$ cat src/rtl/alu_pkg.sv
// Shared opcode, FSM-state and flag-index definitions for the registered ALU.
package alu_pkg;

  typedef enum logic [3:0] {
    OP_PASSB = 4'd0,
    OP_ADD   = 4'd1,
    OP_SUB   = 4'd2,
    OP_OR    = 4'd3,
    OP_AND   = 4'd4,
    OP_XOR   = 4'd5,
    OP_NOT   = 4'd6,
    OP_PASSA = 4'd7,
    OP_ADC   = 4'd8,
    OP_SBB   = 4'd9,
    OP_SHL   = 4'd10,
    OP_SHR   = 4'd11,
    OP_ASR   = 4'd12,
    OP_MUL   = 4'd13
  } op_e;

  typedef enum logic [0:0] {
    ST_IDLE = 1'b0,
    ST_BUSY = 1'b1
  } state_e;

  localparam int FLG_C = 0;
  localparam int FLG_Z = 1;
  localparam int FLG_N = 2;
  localparam int FLG_V = 3;

  typedef logic [3:0] flags_t;

  function automatic int shamt_w(input int width);
    return $clog2(width);
  endfunction

endpackage

$ cat src/rtl/alu_seq_if.sv
// Operand/result handshake bundle between the control FSM (master) and alu_seq (slave).
interface alu_seq_if #(parameter int WIDTH = 8);
  logic             in_valid;
  logic             in_ready;
  logic [WIDTH-1:0] A;
  logic [WIDTH-1:0] B;
  logic [3:0]       Sel;
  logic             out_valid;
  logic [WIDTH-1:0] Result;
  logic [WIDTH-1:0] ResultHi;
  logic             Carry;
  logic             Zero;
  logic             Neg;
  logic             Ovf;

  modport master (
    output in_valid, A, B, Sel,
    input  in_ready, out_valid, Result, ResultHi, Carry, Zero, Neg, Ovf
  );

  modport slave (
    input  in_valid, A, B, Sel,
    output in_ready, out_valid, Result, ResultHi, Carry, Zero, Neg, Ovf
  );
endinterface

$ cat src/rtl/alu_mul_seq.sv
// Unsigned shift-add multiplier: one partial product per cycle, WIDTH cycles after start.
module alu_mul_seq #(
  parameter int WIDTH = 8
) (
  input  logic               clk,
  input  logic               rst_n,
  input  logic               start,
  input  logic [WIDTH-1:0]   a,
  input  logic [WIDTH-1:0]   b,
  output logic               done,
  output logic [2*WIDTH-1:0] product
);

  localparam int CNT_W = $clog2(WIDTH);

  logic               run;
  logic [CNT_W-1:0]   cnt;
  logic [2*WIDTH-1:0] acc;
  logic [2*WIDTH-1:0] mcand;
  logic [WIDTH-1:0]   mplier;
  logic [2*WIDTH-1:0] acc_nxt;

  assign acc_nxt = acc + (mplier[0] ? mcand : '0);
  // The final iteration's sum is presented directly so the top can register it on the done edge.
  assign done    = run && (cnt == CNT_W'(WIDTH - 1));
  assign product = acc_nxt;

  always_ff @(posedge clk or negedge rst_n) begin
    if (!rst_n) begin
      run    <= 1'b0;
      cnt    <= '0;
      acc    <= '0;
      mcand  <= '0;
      mplier <= '0;
    end else if (start) begin
      run    <= 1'b1;
      cnt    <= '0;
      acc    <= '0;
      mcand  <= {{WIDTH{1'b0}}, a};
      mplier <= b;
    end else if (run) begin
      acc    <= acc_nxt;
      mcand  <= mcand << 1;
      mplier <= mplier >> 1;
      cnt    <= cnt + 1'b1;
      if (done) run <= 1'b0;
    end
  end

endmodule

$ cat src/rtl/alu_seq.sv
// Registered ALU with valid/ready operand handshake and persistent C/Z/N/V flags.
// Define ALU_MUL_EN to build opcode 13 as a WIDTH-cycle unsigned multiply.
module alu_seq
  import alu_pkg::*;
#(
  parameter int WIDTH = 8
) (
  input  logic  clk,
  input  logic  rst_n,
  alu_seq_if.slave bus
);

  localparam int SHAMT_W = shamt_w(WIDTH);
  localparam int M       = WIDTH - 1;

  logic [WIDTH-1:0]        res_d;
  flags_t                  flg_d;
  logic                    c_d, v_d;
  logic [WIDTH:0]          sum, shl_t, shr_t;
  logic signed [WIDTH:0]   asr_t;
  logic [SHAMT_W-1:0]      amt;

  logic [WIDTH-1:0]        result;
  flags_t                  flags;
  logic                    out_valid;
  logic                    cin;
  logic                    accept, single_acc;

  assign cin    = flags[FLG_C];
  assign accept = bus.in_valid && bus.in_ready;

  always_comb begin
    amt   = bus.B[SHAMT_W-1:0];
    sum   = '0;
    // Shift by one extra bit position so the last bit shifted out lands in a known slot.
    shl_t = {1'b0, bus.A} << amt;
    shr_t = {bus.A, 1'b0} >> amt;
    asr_t = $signed({bus.A, 1'b0}) >>> amt;
    res_d = bus.A;
    c_d   = 1'b0;
    v_d   = 1'b0;
    case (bus.Sel)
      OP_PASSB: res_d = bus.B;
      OP_ADD, OP_ADC: begin
        sum   = {1'b0, bus.A} + {1'b0, bus.B} + {{WIDTH{1'b0}}, (bus.Sel == OP_ADC) && cin};
        res_d = sum[WIDTH-1:0];
        c_d   = sum[WIDTH];
        v_d   = (bus.A[M] == bus.B[M]) && (sum[M] != bus.A[M]);
      end
      OP_SUB, OP_SBB: begin
        sum   = {1'b0, bus.A} - {1'b0, bus.B} - {{WIDTH{1'b0}}, (bus.Sel == OP_SBB) && cin};
        res_d = sum[WIDTH-1:0];
        c_d   = sum[WIDTH];
        v_d   = (bus.A[M] != bus.B[M]) && (sum[M] != bus.A[M]);
      end
      OP_OR:  res_d = bus.A | bus.B;
      OP_AND: res_d = bus.A & bus.B;
      OP_XOR: res_d = bus.A ^ bus.B;
      OP_NOT: res_d = ~bus.B;
      OP_SHL: begin
        res_d = shl_t[WIDTH-1:0];
        c_d   = shl_t[WIDTH];
      end
      OP_SHR: begin
        res_d = shr_t[WIDTH:1];
        c_d   = shr_t[0];
      end
      OP_ASR: begin
        res_d = asr_t[WIDTH:1];
        c_d   = asr_t[0];
      end
      default: res_d = bus.A;
    endcase
    flg_d        = '0;
    flg_d[FLG_C] = c_d;
    flg_d[FLG_Z] = (res_d == '0);
    flg_d[FLG_N] = res_d[M];
    flg_d[FLG_V] = v_d;
  end

`ifdef ALU_MUL_EN
  state_e             state;
  logic               mul_start, mul_done;
  logic [2*WIDTH-1:0] product;
  logic [WIDTH-1:0]   result_hi;
  flags_t             mul_flg;

  assign bus.in_ready = (state == ST_IDLE);
  assign mul_start    = accept && (bus.Sel == OP_MUL);
  assign single_acc   = accept && (bus.Sel != OP_MUL);

  always_comb begin
    mul_flg        = '0;
    mul_flg[FLG_C] = (product[2*WIDTH-1:WIDTH] != '0);
    mul_flg[FLG_Z] = (product == '0);
    mul_flg[FLG_N] = product[2*WIDTH-1];
  end

  alu_mul_seq #(.WIDTH(WIDTH)) u_mul (
    .clk     (clk),
    .rst_n   (rst_n),
    .start   (mul_start),
    .a       (bus.A),
    .b       (bus.B),
    .done    (mul_done),
    .product (product)
  );

  always_ff @(posedge clk or negedge rst_n) begin
    if (!rst_n)         state <= ST_IDLE;
    else if (mul_start) state <= ST_BUSY;
    else if (mul_done)  state <= ST_IDLE;
  end

  always_ff @(posedge clk or negedge rst_n) begin
    if (!rst_n)          result_hi <= '0;
    else if (single_acc) result_hi <= '0;
    else if (mul_done)   result_hi <= product[2*WIDTH-1:WIDTH];
  end

  assign bus.ResultHi = result_hi;
`else
  assign bus.in_ready = 1'b1;
  assign single_acc   = accept;
  assign bus.ResultHi = '0;
`endif

  always_ff @(posedge clk or negedge rst_n) begin
    if (!rst_n) begin
      result    <= '0;
      flags     <= '0;
      out_valid <= 1'b0;
    end else begin
      out_valid <= 1'b0;
      if (single_acc) begin
        result    <= res_d;
        flags     <= flg_d;
        out_valid <= 1'b1;
      end
`ifdef ALU_MUL_EN
      else if (mul_done) begin
        result    <= product[WIDTH-1:0];
        flags     <= mul_flg;
        out_valid <= 1'b1;
      end
`endif
    end
  end

  assign bus.out_valid = out_valid;
  assign bus.Result    = result;
  assign bus.Carry     = flags[FLG_C];
  assign bus.Zero      = flags[FLG_Z];
  assign bus.Neg       = flags[FLG_N];
  assign bus.Ovf       = flags[FLG_V];

endmodule
$ cat src/flat_wrapper.sv
// flat-port wrapper written by rule: the top's interface ports become plain ports
module alu_seq_flat import alu_pkg::*;
#(
  parameter int WIDTH = 8
)
  (clk, rst_n, bus_in_valid, bus_A, bus_B, bus_Sel, bus_in_ready, bus_out_valid, bus_Result, bus_ResultHi, bus_Carry, bus_Zero, bus_Neg, bus_Ovf);
  alu_seq_if #(.WIDTH(WIDTH)) bus_i ();
  input  logic clk;
  input  logic rst_n;
  input wire logic [$bits(bus_i.in_valid)-1:0] bus_in_valid;
  input wire logic [$bits(bus_i.A)-1:0] bus_A;
  input wire logic [$bits(bus_i.B)-1:0] bus_B;
  input wire logic [$bits(bus_i.Sel)-1:0] bus_Sel;
  output wire logic [$bits(bus_i.in_ready)-1:0] bus_in_ready;
  output wire logic [$bits(bus_i.out_valid)-1:0] bus_out_valid;
  output wire logic [$bits(bus_i.Result)-1:0] bus_Result;
  output wire logic [$bits(bus_i.ResultHi)-1:0] bus_ResultHi;
  output wire logic [$bits(bus_i.Carry)-1:0] bus_Carry;
  output wire logic [$bits(bus_i.Zero)-1:0] bus_Zero;
  output wire logic [$bits(bus_i.Neg)-1:0] bus_Neg;
  output wire logic [$bits(bus_i.Ovf)-1:0] bus_Ovf;
  assign bus_i.in_valid = bus_in_valid;
  assign bus_i.A = bus_A;
  assign bus_i.B = bus_B;
  assign bus_i.Sel = bus_Sel;
  assign bus_in_ready = bus_i.in_ready;
  assign bus_out_valid = bus_i.out_valid;
  assign bus_Result = bus_i.Result;
  assign bus_ResultHi = bus_i.ResultHi;
  assign bus_Carry = bus_i.Carry;
  assign bus_Zero = bus_i.Zero;
  assign bus_Neg = bus_i.Neg;
  assign bus_Ovf = bus_i.Ovf;
  alu_seq #(.WIDTH(WIDTH)) u_core (.clk(clk), .rst_n(rst_n), .bus(bus_i));
endmodule
$ cat config.mk
export PLATFORM = sky130hd
export DESIGN_NAME = alu_seq_flat
export DESIGN_NICKNAME = d
export VERILOG_FILES = /design/src/rtl/alu_pkg.sv /design/src/rtl/alu_seq_if.sv /design/src/rtl/alu_mul_seq.sv /design/src/rtl/alu_seq.sv /design/src/flat_wrapper.sv
export SDC_FILE = /design/constraint.sdc
export NUM_CORES = 1
export LEC_CHECK = 0
export CORE_MARGIN = 2
export CORE_UTILIZATION = 55
export DETAILED_ROUTE_END_ITERATION = 16
export PLACE_DENSITY = 0.81
export RECOVER_POWER = 25
export SLEW_MARGIN = 20
export SYNTH_ARGS = -nofsm -noshare
export SYNTH_HDL_FRONTEND = slang
export SYNTH_SLANG_ARGS = --single-unit
export TNS_END_PERCENT = 1
$ cat constraint.sdc
create_clock -name clk -period 9.5 [get_ports clk]
set_input_delay 1.425 -clock clk [delete_from_list [all_inputs] [get_ports clk]]
set_output_delay 1.425 -clock clk [all_outputs]
set_load 0.02 [all_outputs]
Word-level counts from Yosys, hierarchy flattened
Index checks and enable logic that the tools add are counted.

$add $sub $neg: 4. Eq/ne operators: 15. Shift operators: 3. Multiplexer cells: 4. Bitwise logic cells: 4. Reduce and logical (&&, ||, !) cells: 8.

Operator list (count): $pmux 8 s10 (1); $eq 4x4->1 const B (5); $eq 4x3->1 const B (3); $add 8x8->9 (1); $add 9x1->9 (1); $shl 8x3->9 (1); $shr 9x3->9 (1); $sshr 9x3->9 (1); $sub 8x8->9 (1); $sub 9x1->9 (1); $and 8x8->8 (1); $eq 4x2->1 const B (2); $logic_not 8->1 (1); $not 8->8 (1); $or 8x8->8 (1); $xor 8x8->8 (1); $pmux 1 s5 (1); $eq 4x1->1 const B (1); $logic_and 1x1->1 (4); $logic_not 4->1 (1); $reduce_or 2->1 (2); $ne 1x1->1 (3); $pmux 1 s2 (1); $eq 1x1->1 (1); $mux 1 (1).

Flip-flop bits (word level): 13. Input bits: 23. Logic and storage cells: 41.

Logic depth before layout (Yosys ltp)
Depth in word-level cells: 6. Depth in mapped cells: 15. Depth with buffers taken out: 13.

Worst setup path after synthesis
Ideal clock, no wire load.

Path kind: input port to flip-flop. Start point: input bus_Sel[2]. End point: register u_core.flags[1]. Arrival: 4698 ps. Slack: 4706 ps. Stages: 15. Path buffers: 3. Cell sequence: buf_6 > buf_2 > clkbuf_1 > nor2_1 > nand4_1 > fa_1 > inv_1 > ha_1 > o21a_1 > or3_1 > xor2_1 > a221oi_1 > a31oi_1 > or4_1 > o32ai_2.

Word-level cells in the longest chain between the ends: 5. Elaborated cells between the ends (all ways): 20.

RTL lines: start, declared (line flat_wrapper.sv:13) `input wire logic [$bits(bus_i.Sel)-1:0] bus_Sel;`; $eq 4x4->1 (on tied branches) (line alu_seq.sv:42, alu_seq.sv:51, alu_seq.sv:45); $logic_and 1x1->1 (on tied branches) (line alu_seq.sv:51, alu_seq.sv:45); $sub 9x1->9 / $add 9x1->9 (equally long branches) (line alu_seq.sv:51, alu_seq.sv:45); $pmux 8 s10 * (line alu_seq.sv:42) `case (bus.Sel)`; $logic_not 8->1 * (line alu_seq.sv:76) `flg_d[FLG_Z] = (res_d == '0);`; end signal, assigned (line alu_seq.sv:137) `flags <= flg_d;`; end, declared (line alu_seq.sv:24) `flags_t flags;`.

Every way passes the cells marked *; elsewhere a longest branch is shown, timed or not. A chain may end at the register's enable or synchronous reset.

Worst setup path after layout
Start point: input bus_Sel[3]. End point: register u_core.flags[1].

The elaborated chain is that of the path after synthesis.

==> metrics.yaml <==
run_status:
  status: "finished, final reports clean"
cts:
  cts-hold-fix-buffers: 0
  postCtsResizedCells: 0
  htreeDepth: 1
  cts.sinks: 12
  cts_setup_buffers: 0
  cts_tree: "built"
  clkTransAtPathRegs_ns: 0.05
  cts_buffer_depth: 2
  clkLatencyLatePin_ns: 0.24
  cts_buffers: 3
  clock-root-buffer: "clkbuf_8"
route:
  drtIter0Drc: 329
  wirelength_um: 8660
  ant_nets: 0
  vias: 3037
  first_pass_iters: 5
  wire_per_inst_um: 18.9
  drc: 0
  viasPerCell: 6.62
floorplanning:
  fp.dieW_um: 77.2
  start_util_pct: 57.3
  rows: 26
  ios: 45
  fp.dieH_um: 77.2
  fp.dieArea_um2: 5950
  coreArea_um2: 5140
yosys:
  ys_seq_area_share_pct: 10.2
  synth.area.top_cells: "ha_1 13%, dfrtp_1 10%, mux4_2 6.1%, nor2_1 3.8%, inv_1 3.6%"
  synth_ff_type: "dfrtp_1"
  ys_types: 78
  yosysWarnings: 0
  syn-cell-area_um2: 2940
  synth_edf_count: 0
  yosys.area.top_type: "ha_1"
  ys_async_sr_fraction_pct: 100
  synth_top_cell_area_share_pct: 13.2
  ys_ff_latch: 12
  ys_top_cells_by_count: "31 x ha_1, 30 x nor2_1, 28 x inv_1, 25 x nand2_1, 17 x o21ai_0"
  avgSynthCellArea_um2: 7.85
  synthCells: 375
  yosysMostFrequentCell: "ha_1"
timing:
  period_needed_ns: 5.73
  finClkSkew_ns: 0.00502
  report.final.slew_viol_count: 0
  worst_slew_pin_slew_ns: 0.858
  setup_viol: 0
  min_period_over_period_pct: 60.3
  max_clock_freq_ghz: 0.175
  rsz0062_at_grt: "no"
  hold_violations: 0
  relSlewSlack_pct: 42.6
  setup_tns_ns: 0
run:
  cap_violations: 0
critical_path:
  rrSetupSlack_ns: 6.03
  cp_max_fo: 23
  required_ns: 9.65
  critPathKind: "input pin to flip-flop"
  cp-end-kind: "flip-flop"
  start_kind: "input pin"
  worstReg2RegStart: "u_core.flags[0]$_DFFE_PN0P_"
  critPathLaunch: "bus_Sel[3]"
  cp_data_arrival_time_ns: 5.88
global_routing:
  antenna_found_initial: 0
  grt_pass1_wl_um: 13900
  grt_max_degree: 37
  grt_usage_pct: 29.1
  first_global_vias: 2686
  overflow: 0
layout:
  num-fill-cells: 481
  instances_no_fill: 459
  drive_gt1_share_pct: 8.23
  area_growth_pct: 11.3
  fin_nets: 448
  antenna_cells: 0
hold_path:
  hold_class: "flip-flop to flip-flop"
  hold_path_startpoint: "u_core.bus.Result[6]$_DFFE_PN0P_"
pwr:
  powerDensity_nw_per_um2: 89.4
  peakVddDrop_v: 0.0000651
  leakage_nw: 1.39
place:
  dp_cells: 456
  portBuffers: 35
  hpwl_um: 6700
  place_congestion: 0.943
-- per-layer routing --
layer / GRT usage, % / vias up / part of all wire [%]
met5: 0 / - / 0
met1: 40.0 / 1428 / 40
met4: 5.89 / 0 / 1.9
li1: - / 1406 / -
met3: 4.12 / 16 / 11
met2: 48.7 / 187 / 47
-- final timing paths --
path / cells after the start / end
worst max-delay path: 14 / u_core.flags[1]$_DFFE_PN0P_
worst min-delay path: 2 / u_core.bus.Result[6]$_DFFE_PN0P_
worst max register to register: 11 / u_core.flags[1]$_DFFE_PN0P_
worst min register to register: 2 / u_core.bus.Result[6]$_DFFE_PN0P_
max in group asynchronous: 1 / u_core.bus.Result[4]$_DFFE_PN0P_
min in group asynchronous: 1 / u_core.flags[2]$_DFFE_PN0P_
-- layout make-up --
type / count / area (µm²) / area share [%]
Multi-Input combinational cell: 303 / 2350 / 71.8
Clock buffer: 3 / 41.3 / 1.26
Tap cell: 70 / 87.6 / 2.67
Inverter: 32 / 120 / 3.66
Sequential cell: 12 / 300 / 9.16
Timing Repair Buffer: 39 / 375 / 11.5
-- cells by family after synthesis --
logic type / synth area share [%]
adders and majority gates: 15.6
buffers and inverters: 10.8
muxes: 13.2
other: 0.255
xor gates and xnor gates: 2.98
and+or+nand+nor: 20.7
AOI/OAI and AO/OA: 26.3
DFF: 10.2
-- flip-flops by register name, summed over array words and instances, names as in the netlist --
name	flops
u_core.bus.out_valid	1
u_core.bus.Result	7
u_core.flags	4
-- report_power, final --
| part | switching (W) | internal (W) | total [W] | leakage (nW) |
|---|---|---|---|---|
| registers | 0.00000431 | 0.0000584 | 0.0000627 | 0.147 |
| logic | 0.000106 | 0.0000803 | 0.000186 | 1.22 |
| clock network | 0.0000166 | 0.0000278 | 0.0000444 | 0.0216 |
-- layout by cell type (no fill, tap or decap), types with 4 or more instances in the layout --
cell type / n
o32ai_1: 4
or3_1: 4
dfrtp_1: 12
mux2i_1: 10
nor2b_1: 8
nand3_1: 7
a21o_1: 5
ha_1: 31
a211oi_1: 7
nand2_1: 25
mux2_2: 5
xnor2_1: 8
clkdlybuf4s50_1: 33
o21ai_0: 17
and3_1: 4
a21oi_1: 16
conb_1: 9
inv_1: 28
nor3_1: 13
o211ai_1: 4
nor2_1: 30
buf_4: 4
o22ai_1: 9
a31oi_1: 5
nand2b_1: 7
mux4_2: 8
o221ai_1: 4
-- per-stage QoR --
| stage | utilization (%) | instance area (µm²) | setup slack, ns | hold WS [ns] | total power (W) |
|---|---|---|---|---|---|
| detailed placement | 63.1 | 3240 | 3.51 | 0.481 | 0.000247 |
| global route | 63.8 | 3280 | 3.57 | 0.520 | 0.000313 |
| floorplan | - | 2970 | 4.71 | 0.591 | 0.000192 |
| finish | 63.8 | 3280 | 3.77 | 0.488 | 0.000293 |
| global placement | 63.1 | 3240 | 3.60 | 0.467 | 0.000243 |
| CTS | 63.9 | 3280 | 3.74 | 0.493 | 0.000291 |
-- worst max-delay path, cell delays in order --
cell and delay (ns):
clkdlybuf4s50_1 0.97, inv_1 0.34, nor2_1 0.19, nand4_1 0.13, fa_1 0.53, inv_1 0.05
ha_1 0.19, o21a_1 0.21, or3_1 0.37, xor2_1 0.17, a221oi_1 0.36, a31oi_1 0.16
or4_1 0.54, o32ai_2 0.26
Power figures use the tool's default switching activity.
